==> src/rtl/hazard_ctrl_unit.sv <==
// hazard_ctrl_unit: hazard detection and forwarding control for the 5-stage CPU.
//
// Keeps a shadow copy of the destination/valid fields of the EX, MEM and WB
// stages. From that copy and the ID-stage decode it drives the pipeline
// enables, bubble/flush controls and operand-mux selects.
//
// Parameters:
//   REG_ADDR_W  register address width (register 0 is hard-wired zero)
//   LONG_LAT    EX occupancy of a long op in cycles, 1..15 (1 = no hold)
//   CNT_W       statistics counter width (HAZARD_STATS_EN builds only)
//
// Ports:
//   clk, arst_n           clock, asynchronous active-low reset
//   enable                0 freezes all internal state
//   id_*                  ID-stage decode of the instruction being issued
//   mem_redirect          taken branch/jump resolved in MEM
//   stall_pc, stall_ifid  hold PC / IF-ID register
//   bubble_idex           load zeros into ID/EX controls
//   hold_ex               hold ID/EX register (long op occupying EX)
//   bubble_exmem          zero EX/MEM controls
//   flush_ifid            clear IF/ID
//   fwd_rs_sel/rt_sel     EX operand mux: 0 regfile, 1 MEM alu_out, 2 WB wdata
//   id_byp_rs/rt          ID regfile read takes WB wdata
//   stall_cnt, flush_cnt  saturating event counters (HAZARD_STATS_EN only)
//
// Build option: define HAZARD_STATS_EN to add the statistics counters.

module hazard_ctrl_unit #(
    parameter int REG_ADDR_W = 5,
    parameter int LONG_LAT   = 4,
    parameter int CNT_W      = 16
) (
    input  logic                  clk,
    input  logic                  arst_n,
    input  logic                  enable,
    input  logic                  id_valid,
    input  logic [REG_ADDR_W-1:0] id_rs,
    input  logic [REG_ADDR_W-1:0] id_rt,
    input  logic                  id_uses_rs,
    input  logic                  id_uses_rt,
    input  logic                  id_reg_write,
    input  logic [REG_ADDR_W-1:0] id_waddr,
    input  logic                  id_mem_read,
    input  logic                  id_long_op,
    input  logic                  mem_redirect,
`ifdef HAZARD_STATS_EN
    output logic [CNT_W-1:0]      stall_cnt,
    output logic [CNT_W-1:0]      flush_cnt,
`endif
    output logic                  stall_pc,
    output logic                  stall_ifid,
    output logic                  bubble_idex,
    output logic                  hold_ex,
    output logic                  bubble_exmem,
    output logic                  flush_ifid,
    output logic [1:0]            fwd_rs_sel,
    output logic [1:0]            fwd_rt_sel,
    output logic                  id_byp_rs,
    output logic                  id_byp_rt
);

    // Destination part of a stage shadow (MEM/WB need nothing else).
    typedef struct packed {
        logic                  valid;
        logic                  rw;
        logic [REG_ADDR_W-1:0] waddr;
    } dst_t;

    // EX additionally tracks its sources and whether it is a load.
    typedef struct packed {
        dst_t                  d;
        logic                  load;
        logic [REG_ADDR_W-1:0] rs;
        logic [REG_ADDR_W-1:0] rt;
        logic                  urs;
        logic                  urt;
    } ex_t;

    localparam logic [3:0] LC_INIT = 4'(LONG_LAT - 1);

    ex_t        ex_q, ex_d;
    dst_t       mem_q, mem_d, wb_q, wb_d;
    logic [3:0] lc_q, lc_d;
    logic       hold, load_use;

    function automatic logic hit(input dst_t s, input logic [REG_ADDR_W-1:0] a);
        return s.valid && s.rw && (s.waddr != '0) && (s.waddr == a);
    endfunction

    function automatic logic [1:0] fwd(input logic use_src, input logic [REG_ADDR_W-1:0] a,
                                       input dst_t m, input dst_t w);
        if (!use_src)   return 2'd0;
        if (hit(m, a))  return 2'd1;
        if (hit(w, a))  return 2'd2;
        return 2'd0;
    endfunction

    // lc_q is only ever non-zero while a long op sits in EX.
    assign hold     = (lc_q != 4'd0);
    assign load_use = id_valid && ex_q.d.valid && ex_q.load && (ex_q.d.waddr != '0) &&
                      ((id_uses_rs && id_rs == ex_q.d.waddr) ||
                       (id_uses_rt && id_rt == ex_q.d.waddr));

    // A redirect overrides every stall/hold; hold has priority over load-use.
    assign stall_pc     = !mem_redirect && (hold || load_use);
    assign stall_ifid   = stall_pc;
    assign hold_ex      = !mem_redirect && hold;
    assign bubble_idex  = mem_redirect || (!hold && load_use);
    // On a redirect the instruction in EX is on the wrong path as well, so it
    // is squashed on its way into MEM.
    assign bubble_exmem = mem_redirect || hold;
    assign flush_ifid   = mem_redirect;

    assign fwd_rs_sel = fwd(ex_q.d.valid && ex_q.urs, ex_q.rs, mem_q, wb_q);
    assign fwd_rt_sel = fwd(ex_q.d.valid && ex_q.urt, ex_q.rt, mem_q, wb_q);
    assign id_byp_rs  = hit(wb_q, id_rs);
    assign id_byp_rt  = hit(wb_q, id_rt);

    always_comb begin
        ex_d  = ex_q;
        lc_d  = lc_q;
        mem_d = ex_q.d;
        wb_d  = mem_q;   // the MEM instruction always completes
        if (mem_redirect) begin
            ex_d  = '0;
            lc_d  = 4'd0;
            mem_d = '0;
        end else if (hold) begin
            lc_d  = lc_q - 4'd1;
            mem_d = '0;
        end else if (load_use) begin
            ex_d  = '0;
        end else begin
            ex_d.d.valid = id_valid;
            ex_d.d.rw    = id_reg_write;
            ex_d.d.waddr = id_waddr;
            ex_d.load    = id_mem_read;
            ex_d.rs      = id_rs;
            ex_d.rt      = id_rt;
            ex_d.urs     = id_uses_rs;
            ex_d.urt     = id_uses_rt;
            lc_d         = (id_valid && id_long_op) ? LC_INIT : 4'd0;
        end
    end

    always_ff @(posedge clk or negedge arst_n) begin
        if (!arst_n) begin
            ex_q  <= '0;
            mem_q <= '0;
            wb_q  <= '0;
            lc_q  <= 4'd0;
        end else if (enable) begin
            ex_q  <= ex_d;
            mem_q <= mem_d;
            wb_q  <= wb_d;
            lc_q  <= lc_d;
        end
    end

`ifdef HAZARD_STATS_EN
    logic [CNT_W-1:0] stall_cnt_q, flush_cnt_q;

    always_ff @(posedge clk or negedge arst_n) begin
        if (!arst_n) begin
            stall_cnt_q <= '0;
            flush_cnt_q <= '0;
        end else if (enable) begin
            if (stall_pc && stall_cnt_q != '1)
                stall_cnt_q <= stall_cnt_q + 1'b1;
            if (mem_redirect && flush_cnt_q != '1)
                flush_cnt_q <= flush_cnt_q + 1'b1;
        end
    end

    assign stall_cnt = stall_cnt_q;
    assign flush_cnt = flush_cnt_q;
`endif

endmodule

==> config.mk <==
export PLATFORM = sky130hd
export DESIGN_NAME = hazard_ctrl_unit
export DESIGN_NICKNAME = d
export VERILOG_FILES = /design/src/rtl/hazard_ctrl_unit.sv
export SDC_FILE = /design/constraint.sdc
export NUM_CORES = 1
export LEC_CHECK = 0
export ABC_AREA = 1
export BUFFER_PORTS_ARGS = -buffer_cell sky130_fd_sc_hd__buf_4
export CORE_ASPECT_RATIO = 1.4
export CORE_MARGIN = 4
export CORE_UTILIZATION = 41
export CTS_CLUSTER_SIZE = 28
export DETAILED_ROUTE_END_ITERATION = 8
export PLACE_DENSITY = 0.59
export SLEW_MARGIN = 0
export SYNTH_ARGS = -nofsm -noshare
export SYNTH_HDL_FRONTEND = slang
export SYNTH_SLANG_ARGS = --single-unit
export TNS_END_PERCENT = 50
==> constraint.sdc <==
create_clock -name clk -period 2.5 [get_ports clk]
set_input_delay 0.5 -clock clk [delete_from_list [all_inputs] [get_ports clk]]
set_output_delay 0.5 -clock clk [all_outputs]
set_load 0.05 [all_outputs]
==> metrics.md <==
| Metric | Value |
|---|---|
| Status | complete, no violations |
| Power per cell area | about 960 mW/mm² |
| Fin. Hold Viols | 0 |
| Worst R2R Path Depth | 10 |
| RSZ-0062 raised after global routing | false |
| Max_slew headroom | 0.673 |
| Final setup fails | 0 |
| Worst Path Arrival | roughly 1.8 ns |
| Max Buffers Root-to-Sink | 2 |
| Num CTS Buffers | 5 |
| WL/cell | 14.2 µm |
| Antenna fix cells | 0 |
| Worst Hold Class | in2async |
| Crit-path slowest cell | dfrtp_1 |
| Tot Pwr | roughly 2.6 mW |
| Lkg Pwr | roughly 1.4 nW |
| Largest family of logic cells by synthesized area | simple AND/OR/NAND/NOR gates |
| Crit path max fanout | 14 |
| List of most frequent post-synthesis cells | nand2_1, dfrtp_1, inv_1 |
| Slew @ Worst Pin | between 0.4 and 0.5 ns |
| VDD IR-drop max | roughly 0.6 mV |
| Crit-path most repeated cell | nand2_1 |
| Vias in the first global route | between 2k and 2.5k |
| GRT Total Usage | 0.180 |
| Dpl ws | 0.326 ns |
| Nets@finish | ~360 |
| First DRT Iteration DRCs | between 90 and 100 |
| First-pass GRT wire length | 9.87 mm |
| Clock Skew | 0.00641 ns |
| Residual DRC | 0 |
| Crit-path cells | inv_1 -> nand2_1 -> nand2_1 -> nor2_1 -> nand3_1 -> nand2_2 -> nand2_4 -> o21ai_4 -> buf_6 |
| Die width | 71.7 µm |
| Yosys warning count | 0 |
| Cell taking the most area after synthesis | dfrtp_1 |
| Post-synthesis cell count | between 300 and 400 |
| CTS tree | done |
| CTS H-tree depth | 2 |
| Maxcap violations | 0 |
| Root Buffer | clkbuf_8 |
| Clk_lat worst skew | 0.29 ns |
| Ys async rst share | 1.00 |
| Mapped Nets | ~330 |
| Mapped Avg Cell Area | around 7.7 µm² |
| Final HPWL DP | 4.46 mm |
| Reg clk slew, reported paths | 0.08 ns |
| P_int | 1.44 mW |
| Power share of the combinational group | 0.451 |
| FF+latch count, synth | 38 |
| Synth top area share | 0.409 |
| Top-level I/O count | 37 |
| Switch Pwr | around 1.2 mW |
| Clock power share | 0.155 |
| Number of enable flip-flop cells after synthesis | 0 |
| Site row count | 32 |
| Post-synthesis cell type count | 33 |
| Proportion of synthesized area in mux cells | 0 |
| Top-count cell post-synth | nand2_1 |
| Chip height | around 97 µm |
| CP peak stage delay | just over 0.4 ns |
| Final worst slack | 0.183 ns |
| Fin crit period | approximately 2.3 ns |
| Share of cells above drive strength 1 | 0.221 |
| Synth-to-layout area growth | 17.0% |
| Input/output buffers | 36 |
| Final hold slack | approximately 0.17 ns |
| Total wire length | around 5.7 mm |
| Sw Ratio | 0.447 |
| Setup CP Type | reg2out |
| Total core area | ~0.0055 mm² |
| Top cells by area, synth | dfrtp_1, nand2_1, xnor2_1 |
| Routed via count | around 2.0k |
| Post-DRT Antenna Nets | 0 |
| Reg power frac | 0.394 |
| Post-synth top flop | dfrtp_1 |
| Total grt overflow | 0 |
| Pin count of the biggest net entering global routing | 39 |
| Setup crit end kind | primary output |
| XOR/XNOR Fraction of Synth Area | 0.0828 |
| Sequential share of the synthesized area | 0.409 |
| Starting Density | 0.421 |
| DRT Pass-1 Iters | 4 |
| Die ar. | 0.00696 mm² |
| Startpoint types | register |
| Max Slew Vio Count | 0 |
| Synth Area in Simple Gates | 0.306 |
| Post-synthesis instance area | approximately 0.0023 mm² |
| # clock sinks | 38 |
| Antenna violations before repair | 0 |
| Routability Congestion | between 0.8 and 0.9 |
| Synth Area in Compound Gates | 0.103 |
| Adder-cell area share of the yosys netlist | 0.0108 |
| Fmax | 432 MHz |
| Final period utilization | 0.927 |
| WP data required | 2.00 ns |
| Via density | a little under 5 |
## what timing repair did
action / 4_1_cts / 5_1_grt
gates resized for setup: 0 / 5
buffers inserted: 0 / 0
endpoints found under the setup margin: 0 / 2
hold buffers: 0 / 0
## layout make-up
cell class              count  area (µm²)
clock buffers               5        68.8
clock inverters             2        10.0
fillers                   586        2800
inverters                  35         134
multi-input cells         218        1190
flip-flops and latches     38         952
well taps                  68        85.1
repair buffers             37         285
## routing by layer
metal,GRT usage,wire [µm],up-vias
li1,-,-,1022
met1,0.228,2530,906
met2,0.302,2880,30
met3,0.0331,171,9
met4,0.0622,123,0
met5,0,0,-
## power groups by stage
stage                     clock (mW)  sequential, mW  combinational [mW]
final                          0.405            1.03                1.18
after global routing           0.443            1.06                1.34
after CTS                      0.416            1.03                1.17
after global placement             0            1.04                1.15
after detailed placement           0            1.04                1.16
after floorplan                    0           0.959               0.938
## critical path, delay by kind of cell, from the launching register on
kind	cells	cell delay, ns
and+or+nand+nor	6	0.61
buffers and inverters	2	0.31
AOI/OAI and AO/OA	1	0.19
DFF	1	0.41
## kinds of logic (layout without fill, tap and decap cells)
kind of cell             after synthesis  count (layout)
XOR/XNOR                              22              22
buffers and inverters                 45              79
AO/OA/AOI/OAI                         36              36
adder cells (fa/ha/maj)                2               2
AND/OR/NAND/NOR                      158             158
flip-flops                            38              38
## path summary, 6_finish.rpt
path	from	endpoint	slack, ns
max	ex_q[16]	stall_ifid	0.18
min	arst_n	ex_q[5]	0.17
max reg2reg	lc_q[0]	ex_q[13]	0.69
min reg2reg	ex_q[0]	ex_q[0]	0.48
max in group asynchronous	arst_n	ex_q[17]	1.97
min in group clk	id_mem_read	ex_q[12]	0.43
## through the flow
stage	util	cells	setup TNS [ns]	instance area, µm²
3_5_place_dp	0.475	396	0	2620
6_report	0.493	403	0	2720
5_1_grt	0.493	403	0	2720
4_1_cts	0.489	403	0	2700
2_1_floorplan	-	301	-0.486	2330
3_3_place_gp	0.475	396	0	2620
## layout by cell type, fill, tap and decap left out, types with 9 or more instances in the layout
cell / n
nand2_1: 96
dfrtp_1: 37
buf_4: 35
inv_1: 28
nand3_1: 22
nor2_1: 17
xnor2_1: 13
o21ai_0: 10
xor2_1: 9
o21ai_2: 9
## registers in the layout, summed over array words and instances, names as in the netlist
name   flops
lc_q       4
ex_q      20
wb_q       7
mem_q      7
Power figures use the tool's default switching activity.
